**src/rtl/alu_control_seq.sv**
```systemverilog
// ALU/MDU control sequencer: decodes AluOp/funct to a 4-bit ALU code and
// sequences multi-cycle mult/div with a valid/ready issue handshake.
//
//  state  | meaning
//  IDLE   | ready; single-cycle ops decoded and issued here
//  MUL    | multiply in progress, cnt counts down remaining busy cycles
//  DIV    | divide in progress, cnt counts down remaining busy cycles
//  DONE   | MDU result written to HI/LO this cycle
module alu_control_seq #(
   parameter int unsigned MUL_CYCLES = 4,
   parameter int unsigned DIV_CYCLES = 32
) (
   input  logic       clk,
   input  logic       reset,
   input  logic       op_valid,
   input  logic [1:0] AluOp,
   input  logic [5:0] funct,
   input  logic       flush,
   output logic       op_ready,
   output logic [3:0] alu_ctrl,
   output logic       ctrl_valid,
   output logic       illegal,
   output logic       mdu_start,
   output logic       mdu_sel,
   output logic       busy,
   output logic       hi_lo_we
);

   typedef enum logic [1:0] {
      S_IDLE = 2'd0,
      S_MUL  = 2'd1,
      S_DIV  = 2'd2,
      S_DONE = 2'd3
   } state_t;

   localparam logic [7:0] MUL_LOAD = 8'(MUL_CYCLES - 1);
   localparam logic [7:0] DIV_LOAD = 8'(DIV_CYCLES - 1);

   state_t     state_q, state_d;
   logic [7:0] cnt_q, cnt_d;
   logic [3:0] alu_ctrl_q, alu_ctrl_d;
   logic       illegal_q, illegal_d;
   logic       mdu_sel_q, mdu_sel_d;
   logic       mdu_start_q, mdu_start_d;
   logic       sc_valid_q, sc_valid_d;

   logic [3:0] dec_code;
   logic       dec_illegal;
   logic       dec_mul;
   logic       dec_div;
   logic       accept;

   always_comb begin
      dec_code    = 4'b0000;
      dec_illegal = 1'b0;
      dec_mul     = 1'b0;
      dec_div     = 1'b0;
      case (AluOp)
         2'b00: dec_code = 4'b0010;
         2'b01: dec_code = 4'b0110;
         2'b10: begin
            case (funct)
               6'b100000: dec_code = 4'b0010;
               6'b100010: dec_code = 4'b0110;
               6'b100100: dec_code = 4'b0000;
               6'b100101: dec_code = 4'b0001;
               6'b100110: dec_code = 4'b0011;
               6'b100111: dec_code = 4'b1100;
               6'b101010: dec_code = 4'b0111;
               6'b011000: begin
                  dec_code = 4'b1000;
                  dec_mul  = 1'b1;
               end
               6'b011010: begin
                  dec_code = 4'b1001;
                  dec_div  = 1'b1;
               end
               default:   dec_illegal = 1'b1;
            endcase
         end
         default: begin
            case (funct)
               6'b000000: dec_code = 4'b1111;
               6'b000010: dec_code = 4'b1110;
               6'b000011: dec_code = 4'b1101;
               default:   dec_illegal = 1'b1;
            endcase
         end
      endcase
   end

   assign accept = op_valid && (state_q == S_IDLE) && !flush;

   always_comb begin
      state_d     = state_q;
      cnt_d       = cnt_q;
      alu_ctrl_d  = alu_ctrl_q;
      illegal_d   = illegal_q;
      mdu_sel_d   = mdu_sel_q;
      mdu_start_d = 1'b0;
      sc_valid_d  = 1'b0;
      case (state_q)
         S_IDLE: begin
            if (accept) begin
               alu_ctrl_d = dec_code;
               illegal_d  = dec_illegal;
               if (dec_mul) begin
                  state_d     = S_MUL;
                  cnt_d       = MUL_LOAD;
                  mdu_start_d = 1'b1;
                  mdu_sel_d   = 1'b0;
               end else if (dec_div) begin
                  state_d     = S_DIV;
                  cnt_d       = DIV_LOAD;
                  mdu_start_d = 1'b1;
                  mdu_sel_d   = 1'b1;
               end else begin
                  sc_valid_d = 1'b1;
               end
            end
         end
         S_MUL, S_DIV: begin
            if (flush) begin
               state_d = S_IDLE;
               cnt_d   = 8'd0;
            end else if (cnt_q == 8'd0) begin
               state_d = S_DONE;
            end else begin
               cnt_d = cnt_q - 8'd1;
            end
         end
         default: begin
            state_d = S_IDLE;
            cnt_d   = 8'd0;
         end
      endcase
   end

   always_ff @(posedge clk or posedge reset) begin
      if (reset) begin
         state_q     <= S_IDLE;
         cnt_q       <= 8'd0;
         alu_ctrl_q  <= 4'b0000;
         illegal_q   <= 1'b0;
         mdu_sel_q   <= 1'b0;
         mdu_start_q <= 1'b0;
         sc_valid_q  <= 1'b0;
      end else begin
         state_q     <= state_d;
         cnt_q       <= cnt_d;
         alu_ctrl_q  <= alu_ctrl_d;
         illegal_q   <= illegal_d;
         mdu_sel_q   <= mdu_sel_d;
         mdu_start_q <= mdu_start_d;
         sc_valid_q  <= sc_valid_d;
      end
   end

   // A flush landing on DONE must suppress the write in that same cycle.
   assign hi_lo_we   = (state_q == S_DONE) && !flush;
   assign ctrl_valid = sc_valid_q || hi_lo_we;
   assign op_ready   = (state_q == S_IDLE);
   assign busy       = (state_q == S_MUL) || (state_q == S_DIV);
   assign alu_ctrl   = alu_ctrl_q;
   assign illegal    = illegal_q;
   assign mdu_sel    = mdu_sel_q;
   assign mdu_start  = mdu_start_q;

endmodule

```
**config.mk**
```make
export PLATFORM = sky130hd
export DESIGN_NAME = alu_control_seq
export DESIGN_NICKNAME = d
export VERILOG_FILES = /design/src/rtl/alu_control_seq.sv
export SDC_FILE = /design/constraint.sdc
export NUM_CORES = 1
export LEC_CHECK = 0
export ABC_AREA = 1
export BUFFER_PORTS_ARGS = -buffer_cell sky130_fd_sc_hd__buf_4
export CAP_MARGIN = 20
export CELL_PAD_IN_SITES_DETAIL_PLACEMENT = 1
export CELL_PAD_IN_SITES_GLOBAL_PLACEMENT = 2
export CORE_MARGIN = 3
export CORE_UTILIZATION = 29
export CTS_CLUSTER_DIAMETER = 80
export DETAILED_ROUTE_END_ITERATION = 12
export HOLD_SLACK_MARGIN = 0.08
export PLACE_DENSITY_LB_ADDON = 0.08
export SYNTH_ARGS = -nofsm -noshare
export SYNTH_HDL_FRONTEND = slang
export SYNTH_SLANG_ARGS = --single-unit
```
**constraint.sdc**
```tcl
create_clock -name clk -period 2.15 [get_ports clk]
set_input_delay 0 -clock clk [delete_from_list [all_inputs] [get_ports clk]]
set_output_delay 0 -clock clk [all_outputs]
set_load 0.03 [all_outputs]
```
== Word level (Yosys, flattened, before mapping) ==
Cells that the tools add are included.

* Add/subtract/negate cells: 1
* Eq/ne operators: 20
* Mux-type cells: 32
* Reductions and logical operators: 19

{| class="wikitable"
|+ Operators by type and width
! cell !! number
|-
| $eq 6x6->1 const B || 7
|-
| $mux 8 || 5
|-
| $pmux 4 s8 || 1
|-
| $pmux 4 s3 || 2
|-
| $mux 1 || 16
|-
| $pmux 8 s2 || 1
|-
| $eq 6x2->1 const B || 2
|-
| $eq 6x5->1 const B || 2
|-
| $mux 2 || 5
|-
| $reduce_and 3->1 || 3
|-
| $reduce_or 9->1 || 1
|-
| $logic_not 8->1 || 1
|-
| $sub 8x1->8 const B || 1
|-
| $eq 2x2->1 const B || 3
|-
| $logic_not 6->1 || 1
|-
| $ne 3x3->1 const B || 2
|-
| $eq 2x1->1 const B || 2
|-
| $logic_not 2->1 || 2
|-
| $pmux 2 s2 || 1
|-
| $reduce_or 2->1 || 2
|-
| $logic_and 1x1->1 || 3
|-
| $ne 3x1->1 const B || 1
|-
| $reduce_or 3->1 || 1
|-
| $logic_or 1x1->1 || 2
|-
| other kinds (5) || 5
|}

* Bits in registers: 18
* Input bits: 12
* Output and inout bits: 11
* Logic and storage cells: 79

== Logic depth before layout (Yosys ltp) ==
Gate-level depths: netlist of the first run.

* Depth after elaboration: 7
* Mapped depth: 10
* Depth with buffers taken out: 10

== Worst setup path after synthesis of the first run ==
Ideal clock, no wire load.

* Kind: reg-to-reg
* Start: register state_q[0]
* End: register cnt_q[0]
* Setup time: 0.127 ns
* Data arrival time: 1.684 ns
* Setup slack: 0.339 ns
* Stages on the path, launching flop included: 9
* Path through: dfrtp_1 > inv_1 > ha_1 > nand2_1 > nor2_4 > nand4_2 > a21oi_2 > buf_6 > o21ai_0

* Cells in the longest elaborated chain, start to end: 5
* Elaborated cells on any way between the ends: 11
* Classes of those cells: 5 x eq/ne; 1 x mux; 5 x reduce/logical

{| class="wikitable"
|+ RTL lines
! what !! RTL line !! RTL
|-
| from (decl) || 39 || <nowiki>state_t state_q, state_d;</nowiki>
|-
| from (signal assigned) || 149 || <nowiki>state_q <= state_d;</nowiki>
|-
| $logic_not 2->1 (*) || n/a ||
|-
| named net op_ready || 19 || <nowiki>output logic op_ready,</nowiki>
|-
| $logic_and 1x1->1 (2 in a row) || 92 || <nowiki>assign accept = op_valid && (state_q == S_IDLE) && !flush;</nowiki>
|-
| $ne 2x1->1 (no source line) || n/a ||
|-
| $reduce_and 3->1 (no source line) || n/a ||
|-
| to (signal assigned) || 150 || <nowiki>cnt_q <= cnt_d;</nowiki>
|-
| to (decl) || 40 || <nowiki>logic [7:0] cnt_q, cnt_d;</nowiki>
|}

Mark *: on every way through the listed nets, which the timed path passes. The rest lies on a longest branch.
A chain may end at the register's enable or synchronous reset.

== Worst setup path after layout of the first run ==
* Start: register state_q[0]
* End: register cnt_q[6]

* Cells in the longest elaborated chain, start to end: 5
* Elaborated cells on any way between the ends: 11
* Classes of those cells: 5 x eq/ne; 1 x mux; 5 x reduce/logical

{| class="wikitable"
|+ RTL lines
! what
|-
| branches (longest 5 deep; another with $ne 3x3->1)
|}

Parallel ways; which one is timed is not known.

==> results of run 1 <==
-- per-layer routing --
metal	vias up	share of wire (%)	track usage, %
met5	-	0	0
met4	0	1.5	4.38
met3	6	1.5	1.68
met2	11	56	28.7
met1	615	41	15.3
li1	656	-	-
-- timing repair --
item | CTS | global route
endpoints found under the setup margin | 0 | 3
gates resized for setup | 0 | 1
hold endpoints to repair | 19 | 0
hold buffers | 3 | 0
-- final cells by class --
cell class / instances / area share, %
multi-input combinational: 136 / 42.4
sequential: 18 / 29.0
timing repair buffer: 26 / 13.1
inverter: 33 / 7.98
tap: 50 / 4.03
clock buffer: 4 / 3.55
-- Yosys cell counts (all sizes together) (3+ instances only) --
library cell  count
nor2             23
o21ai            21
nand4             7
nand3            15
ha                3
nand2            52
inv              33
a21oi             9
dfrtp            18
nor3              3
-- per-stage QoR --
stage	instances	setup WS, ps	cell area, um^2	power, uW
floorplan	188	339	1240	1340
global placement	260	324	1460	1650
detailed placement	260	216	1460	1690
CTS	267	192	1550	1980
global route	267	18.5	1550	2160
finish	267	254	1550	1950
-- cells by family (layout without fill, tap and decap cells) --
group	count (synthesis)	after routing	synth area share [%]
simple gates	101	101	35.8
buf+inv	34	63	10.9
compound gates	31	31	13.1
flops	18	18	36.4
fa+ha+maj	3	3	3.04
xor+xnor	1	1	0.709
-- flip-flops by register name, summed over array words and instances (netlist names) --
name	count
illegal	1
mdu_start	1
sc_valid_q	1
alu_ctrl	4
cnt_q	8
state_q	2
mdu_sel	1
-- critical path, delay by kind of cell (launching register included) --
kind / cells / cell delay (ps)
AOI/OAI and AO/OA: 2 / 270
adders and majority gates: 1 / 280
buffers and inverters: 1 / 60
DFF: 1 / 400
and+or+nand+nor: 5 / 740
-- worst paths after layout --
| check | start | end | slack, ps | cells past startpoint |
|---|---|---|---|---|
| setup / recovery | state_q[0]$_DFFE_PP0P_ | cnt_q[6]$_DFFE_PP0P_ | 250 | 9 |
| hold / removal | flush | illegal$_DFFE_PP0P_ | 80 | 4 |
| setup reg to reg | state_q[0]$_DFFE_PP0P_ | cnt_q[6]$_DFFE_PP0P_ | 250 | 9 |
| hold reg to reg | alu_ctrl[1]$_DFFE_PP0P_ | alu_ctrl[1]$_DFFE_PP0P_ | 490 | 2 |
| max in group asynchronous | reset | mdu_sel$_DFFE_PP0P_ | 1280 | 3 |
| min in group asynchronous | reset | cnt_q[5]$_DFFE_PP0P_ | 420 | 3 |
-- report_power, final --
part | leakage (uW) | internal [uW] | switching, uW
combinational | 0.000575 | 386 | 736
clock | 0.0000288 | 163 | 113
sequential | 0.000229 | 468 | 89.7
total | 0.000833 | 1020 | 939
==> flow_summary.toml, run 1 <==
[status]
outcome = "complete, no violations"

[drt]
wl_mm = 3.45
ant_nets = 0
dr_total_vias = 1288
drc = 0
dr.pass1.iters = 4
wl_per_cell_um = 12.9
avgViaCountPerCell = 4.82
dr.first_iter.drc_count = 41

[sta]
rsz0062_at_grt = "false"
max_freq_mhz = 527
hold_slack_ps = 77.7
finalMaxSlewViolations = 0
relSlewSlack_pct = 53.0
setup-tns-final_ps = 0
worstMarginPinSlew_ps = 705
fin_crit_sh_pct = 88.2
setup_viol = 0
timing.final.crit_period_ps = 1900
fin_skew_ps = 1.04
finalHoldViolCount = 0

[placed_design]
io_buffers = 22
dpl.hpwl_mm = 2.89
gp_congestion = 0.790

[critical_path]
slowest_delay_ps = 400
crit_path_max_fanout = 8
path_cells = "inv_1 -> ha_1 -> nand2_1 -> nor2_4 -> nand4_2 -> nand2_1 -> o21ai_0 -> nand2_1 -> o21ai_0"
crit_path_start_kind = "register"
path_common_cell = "nand2_1"
cp_slowest_cell = "dfrtp_1"
arrival_ps = 2010
worstSetupPathType = "reg2reg"
cp-end-kind = "register"
critPathRequiredTime_ps = 2270

[synthesis]
ys_ff_latch = 18
synth_top_cell_by_area = "dfrtp_1"
syn-num-nets = 203
yosysWarningCount = 0
synth_top_area_share_pct = 36.4
synth_area_leaders = "dfrtp_1, nand2_1, inv_1"
synth_edf_count = 0
syn_area_um2 = 1240
avgSynthCellArea_um2 = 6.58
ys_async_sr_fraction_pct = 100
synth_cell_types = 20
synth-seq-area-share_pct = 36.4
synth_flop_cell = "dfrtp_1"
synthCells = 188

[grt]
grt_pass1_vias = 1333
antenna_found_initial = 0
grt_max_degree = 19
grt_util_all_layers_pct = 14.3
grt_pass1_wl_mm = 5.80
grt-ovfl-total = 0

[clock_network]
cts_inserted_buffers = 3
worstSkewPairLatency_ps = 250
clkSinkCount = 18
path_clk_slew_ps = 70
htree_levels = 1
cts_buffer_depth = 2
cts_tree = "built"
clockRootBuffer = "clkbuf_8"
cts_setup_buffers = 0

[cells_and_area]
drive_above_1_share_pct = 15.2
multiInputGateArea_um2 = 658
fin_nets = 233
fillers = 541
mostFrequentLayoutCells = "nand2_1, inv_1, buf_4, nor2_1, o21ai_0"
register_area_um2 = 450
antenna_cells = 0
final_common_cell = "nand2_1"
utilization_pct = 38.3
area_growth_pct = 25.6

[floorplanning]
core_area_um2 = 4060
die_y_um = 71.3
io_pins = 23
rows = 23
initial_core_util_pct = 30.5
die_w_um = 71.3
dieArea_um2 = 5080

[power]
irDropWorstVdd_v = 0.000501
power.density_nw_per_um2 = 1260
power_leakage_uw = 0.000833

[min_path]
hold_path_class = "in2reg"

[job]
drv_cap = 0
Note: power is estimated with default switching activity, not from simulation.
==> run 2, diff against run 1 <==
Clock period 2.15 ns to 1.98 ns, I/O delays scaled along.
==> flow_summary.toml, run 2 (synthesized netlist as in run 1, its figures left out) <==
[floorplanning]
dieArea_um2 = 5080
die_w_um = 71.3
core_area_um2 = 4060
initial_core_util_pct = 30.5
rows = 23
die_y_um = 71.3
io_pins = 23

[placed_design]
dpl.hpwl_mm = 2.95
gp_congestion = 0.773
post-place-ws_ps = 139
io_buffers = 22
postPlaceCellArea_um2 = 1480

[min_path]
hold_start = "funct[1]"
hold_path_class = "in2reg"

[drt]
wl_per_cell_um = 12.9
ant_nets = 0
drc = 0
dr.pass1.iters = 4
wl_mm = 3.47
avgViaCountPerCell = 4.79
dr.first_iter.drc_count = 30
dr_total_vias = 1293

[critical_path]
path_cells = "inv_1 -> ha_1 -> nand2_1 -> nor2_4 -> nand4_2 -> nand2_1 -> o21ai_0 -> buf_4 -> nand2_1 -> o21ai_0"
path_buf_inv = 2
r2r-start = "state_q[0]$_DFFE_PP0P_"
cp_top_family = "simple AND/OR/NAND/NOR gates"
cp-end-kind = "register"
startpoint = "state_q[0]$_DFFE_PP0P_"
arrival_ps = 1910
path_common_cell = "nand2_1"
worstSetupPathType = "reg2reg"
critPathRequiredTime_ps = 2110
cp_slowest_cell = "dfrtp_1"
crit_path_start_kind = "register"
slowest_delay_ps = 400
crit_path_max_fanout = 5

[grt]
use_met1_pct = 17.6
grt_pass1_wl_mm = 6.29
grt-ovfl-total = 0
grt_max_degree = 19
met2_usage_pct = 29.3
antenna_found_initial = 0
grt_util_all_layers_pct = 15.5
grt_pass1_vias = 1428
grt_busiest_layer = "met2"
gr-usage-met3_pct = 2.52

[sta]
finalHoldViolCount = 0
relSlewSlack_pct = 52.7
setup_viol = 0
rsz0062_at_grt = "false"
max_freq_mhz = 564
timing.final.crit_period_ps = 1770
setup-tns-final_ps = 0
worstMarginPinSlew_ps = 709
fin_crit_sh_pct = 89.5
fin_skew_ps = 0.753
setup_slack_ps = 209
finalMaxSlewViolations = 0

[power]
power_leakage_uw = 0.000851
power.density_nw_per_um2 = 1380
total_power_uw = 2180
irDropWorstVdd_v = 0.000599

[cells_and_area]
multiInputGateArea_um2 = 663
utilization_pct = 38.9
fillers = 525
largest_reg_flops = 8
final_common_cell = "nand2_1"
area_growth_pct = 27.8
antenna_cells = 0
drive_above_1_share_pct = 16.8
stdcell_area_um2 = 1580
mostFrequentLayoutCells = "nand2_1, inv_1, buf_4, nor2_1, o21ai_0"
fin_nets = 236
regMostFlops = "cnt_q"
register_area_um2 = 450

[job]
drv_cap = 0

[clock_network]
worstSkewPairLatency_ps = 250
cts_buffer_depth = 2
clkSinkCount = 18
cts_inserted_buffers = 3
cts_tree = "built"
htree_levels = 1
path_clk_slew_ps = 70
clockRootBuffer = "clkbuf_8"
cts_setup_buffers = 0

[status]
outcome = "complete, no violations"
## run 2: cell types whose count changed in the layout (fill, tap and decap cells not counted), sizes merged
cell,change
buf,+3
## run 2: metrics by stage
step                hold WS (ps)  std cells
finish                       116        270
global placement             156        263
CTS                          117        270
global route                 147        270
detailed placement           165        263
floorplan                  -61.4        188
## run 2: final cells by class
class                      count  share of cell area, %
tap                           50                   3.96
clock buffer                   4                   3.48
timing repair buffer          29                   14.3
inverter                      33                   7.84
multi-input combinational    136                   42.0
sequential                    18                   28.5
## run 2: worst reg2reg max path, stage by stage, from the launching register on
cell     delay, ps
dfrtp_1        400
inv_1           70
ha_1           280
nand2_1        140
nor2_4         120
nand4_2        160
nand2_1        140
o21ai_0         90
buf_4          150
nand2_1         50
o21ai_0         70
## run 2: worst paths after layout
kind                                            to  slack [ps]  cells after the start
min in group asynchronous     cnt_q[5]$_DFFE_PP0P_         430                      3
hold / removal                 mdu_sel$_DFFE_PP0P_         120                      5
hold reg to reg            alu_ctrl[1]$_DFFE_PP0P_         490                      2
setup reg to reg              cnt_q[6]$_DFFE_PP0P_         210                     10
max in group asynchronous      mdu_sel$_DFFE_PP0P_        1110                      3
setup / recovery              cnt_q[6]$_DFFE_PP0P_         210                     10
## run 2: per-layer routing
layer  share of wire (%)  wire (um)
met1                  41       1430
met2                  55       1930
met5                   0          0
met3                 1.5         53
met4                 1.7         60
## run 2: timing repair
item,4_1_cts,5_1_grt
hold buffers,3,0
hold endpoints to repair,21,0
setup endpoints to repair,0,3
gates resized for setup,0,2
## run 2: where the power goes
| part | switching, uW | leakage (uW) | total (uW) | internal (uW) |
|---|---|---|---|---|
| registers | 102 | 0.000229 | 610 | 508 |
| clock network | 123 | 0.0000288 | 299 | 177 |
| logic | 820 | 0.000593 | 1270 | 454 |
| total | 1040 | 0.000851 | 2180 | 1140 |
==> run 3, diff against run 2 <==
Settings changed: PLACE_DENSITY_LB_ADDON 0.08 to 0.1.
==> flow_summary.toml, run 3 (synthesized netlist as in run 1, its figures left out) <==
[status]
outcome = "complete, no violations"

[critical_path]
slowest_delay_ps = 400
path_common_cell = "nand2_1"
critPathRequiredTime_ps = 2120
arrival_ps = 1800
cp-end-kind = "register"
worstRegToRegCells = 10
cp_slowest_cell = "dfrtp_1"
cp.depth = 10
cp_top_family = "simple AND/OR/NAND/NOR gates"
path_cells = "inv_1 -> ha_1 -> nand2_1 -> nor2_4 -> nand4_2 -> nand2_1 -> o21ai_0 -> buf_4 -> nand2_1 -> o21ai_0"
crit_path_max_fanout = 5
crit_path_start_kind = "register"
worstSetupPathType = "reg2reg"
path_buf_inv = 2

[grt]
grt_util_all_layers_pct = 16.0
grt_max_degree = 19
grt_pass1_wl_mm = 6.52
grt-ovfl-total = 0
grt_pass1_vias = 1460
antenna_found_initial = 0

[cells_and_area]
area_growth_pct = 26.6
antenna_cells = 0
register_area_um2 = 450
multiInputGateArea_um2 = 651
final_common_cell = "nand2_1"
regMostFlops = "cnt_q"
largest_reg_flops = 8
drive_above_1_share_pct = 16.8
mostFrequentLayoutCells = "nand2_1, inv_1, buf_4, nor2_1, o21ai_0"
fin_nets = 236
fillers = 524

[sta]
rsz0062_at_grt = "false"
timing.final.crit_period_ps = 1670
fin_crit_sh_pct = 84.2
max_freq_mhz = 600
hold_slack_ps = 87.9
finalHoldViolCount = 0
setup-tns-final_ps = 0
finalMaxSlewViolations = 0
worstMarginPinSlew_ps = 724
setup_viol = 0
relSlewSlack_pct = 51.6
fin_skew_ps = 2.60

[power]
total_power_uw = 2190
irDropWorstVdd_v = 0.000455
power.density_nw_per_um2 = 1400
power_leakage_uw = 0.000850

[drt]
wl_per_cell_um = 13.4
ant_nets = 0
drc = 0
wl_mm = 3.62
dr.first_iter.drc_count = 34
avgViaCountPerCell = 4.91
dr_total_vias = 1326
dr.pass1.iters = 4

[floorplanning]
die_y_um = 71.3
core_area_um2 = 4060
dieArea_um2 = 5080
die_w_um = 71.3
rows = 23
io_pins = 23
initial_core_util_pct = 30.5

[clock_network]
path_clk_slew_ps = 70
htree_levels = 1
cts_tree = "built"
cts_buffer_depth = 2
cts_inserted_buffers = 3
clkSinkCount = 18
worstSkewPairLatency_ps = 260
cts_resized = 0
clockRootBuffer = "clkbuf_8"

[placed_design]
io_buffers = 22
dpl.hpwl_mm = 3.01
gp_congestion = 0.808

[job]
drv_cap = 0

[min_path]
hold_path_class = "in2reg"
hold_depth = 3
run 3: changes by cell type in the layout (fill, tap and decap cells not counted):
cell,previous run,this run
a21oi_2,0,1
a21oi_4,1,0
buf_4,26,27
dlygate4sd3_1,3,2
nand3_1,13,14
nand3_2,2,1
run 3: cell type report:
type / instances / area share, %
clock buffer: 4 / 3.52
tap: 50 / 4.00
multi-input combinational: 136 / 41.6
sequential: 18 / 28.8
inverter: 33 / 7.91
timing repair buffer: 29 / 14.2
run 3: repair_timing:
item                      4_1_cts  5_1_grt
hold endpoints to repair       19        0
hold buffers                    2        0
buffers inserted                0        0
run 3: worst register-to-register path: cells and delay by family (launching register included):
family,cells,cell delay (ps)
AO/OA/AOI/OAI,2,170
AND/OR/NAND/NOR,5,520
adder cells (fa/ha/maj),1,240
buffers and inverters,2,220
flip-flops,1,400
run 3: final timing paths:
check	startpoint	endpoint	slack, ps
worst max-delay path	state_q[0]$_DFFE_PP0P_	cnt_q[6]$_DFFE_PP0P_	310
worst min-delay path	AluOp[1]	alu_ctrl[2]$_DFFE_PP0P_	90
worst max register to register	state_q[0]$_DFFE_PP0P_	cnt_q[6]$_DFFE_PP0P_	310
worst min register to register	alu_ctrl[1]$_DFFE_PP0P_	alu_ctrl[1]$_DFFE_PP0P_	490
max in group asynchronous	reset	mdu_start$_DFF_PP0_	1100
min in group asynchronous	reset	sc_valid_q$_DFF_PP0_	430
run 3: through the flow:
| step | cells | setup WS (ps) | utilization (%) | cell area (um^2) |
|---|---|---|---|---|
| detailed placement | 264 | 283 | 36.7 | 1490 |
| CTS | 270 | 274 | 38.6 | 1570 |
| floorplan | 188 | 169 | - | 1240 |
| global placement | 264 | 345 | 36.7 | 1490 |
| finish | 270 | 313 | 38.6 | 1570 |
| global route | 270 | 56.1 | 38.6 | 1570 |
run 3: power by group:
group          leakage (uW)  internal (uW)  switching, uW
Sequential         0.000229            508            101
Clock             0.0000288            177            134
Combinational      0.000591            455            811
run 3: routing by layer:
| layer | track usage, % | wire, um |
|---|---|---|
| met2 | 32.3 | 2120 |
| met4 | 3.76 | 40 |
| met3 | 2.24 | 70 |
| met1 | 17.2 | 1400 |
| met5 | 0 | 0 |
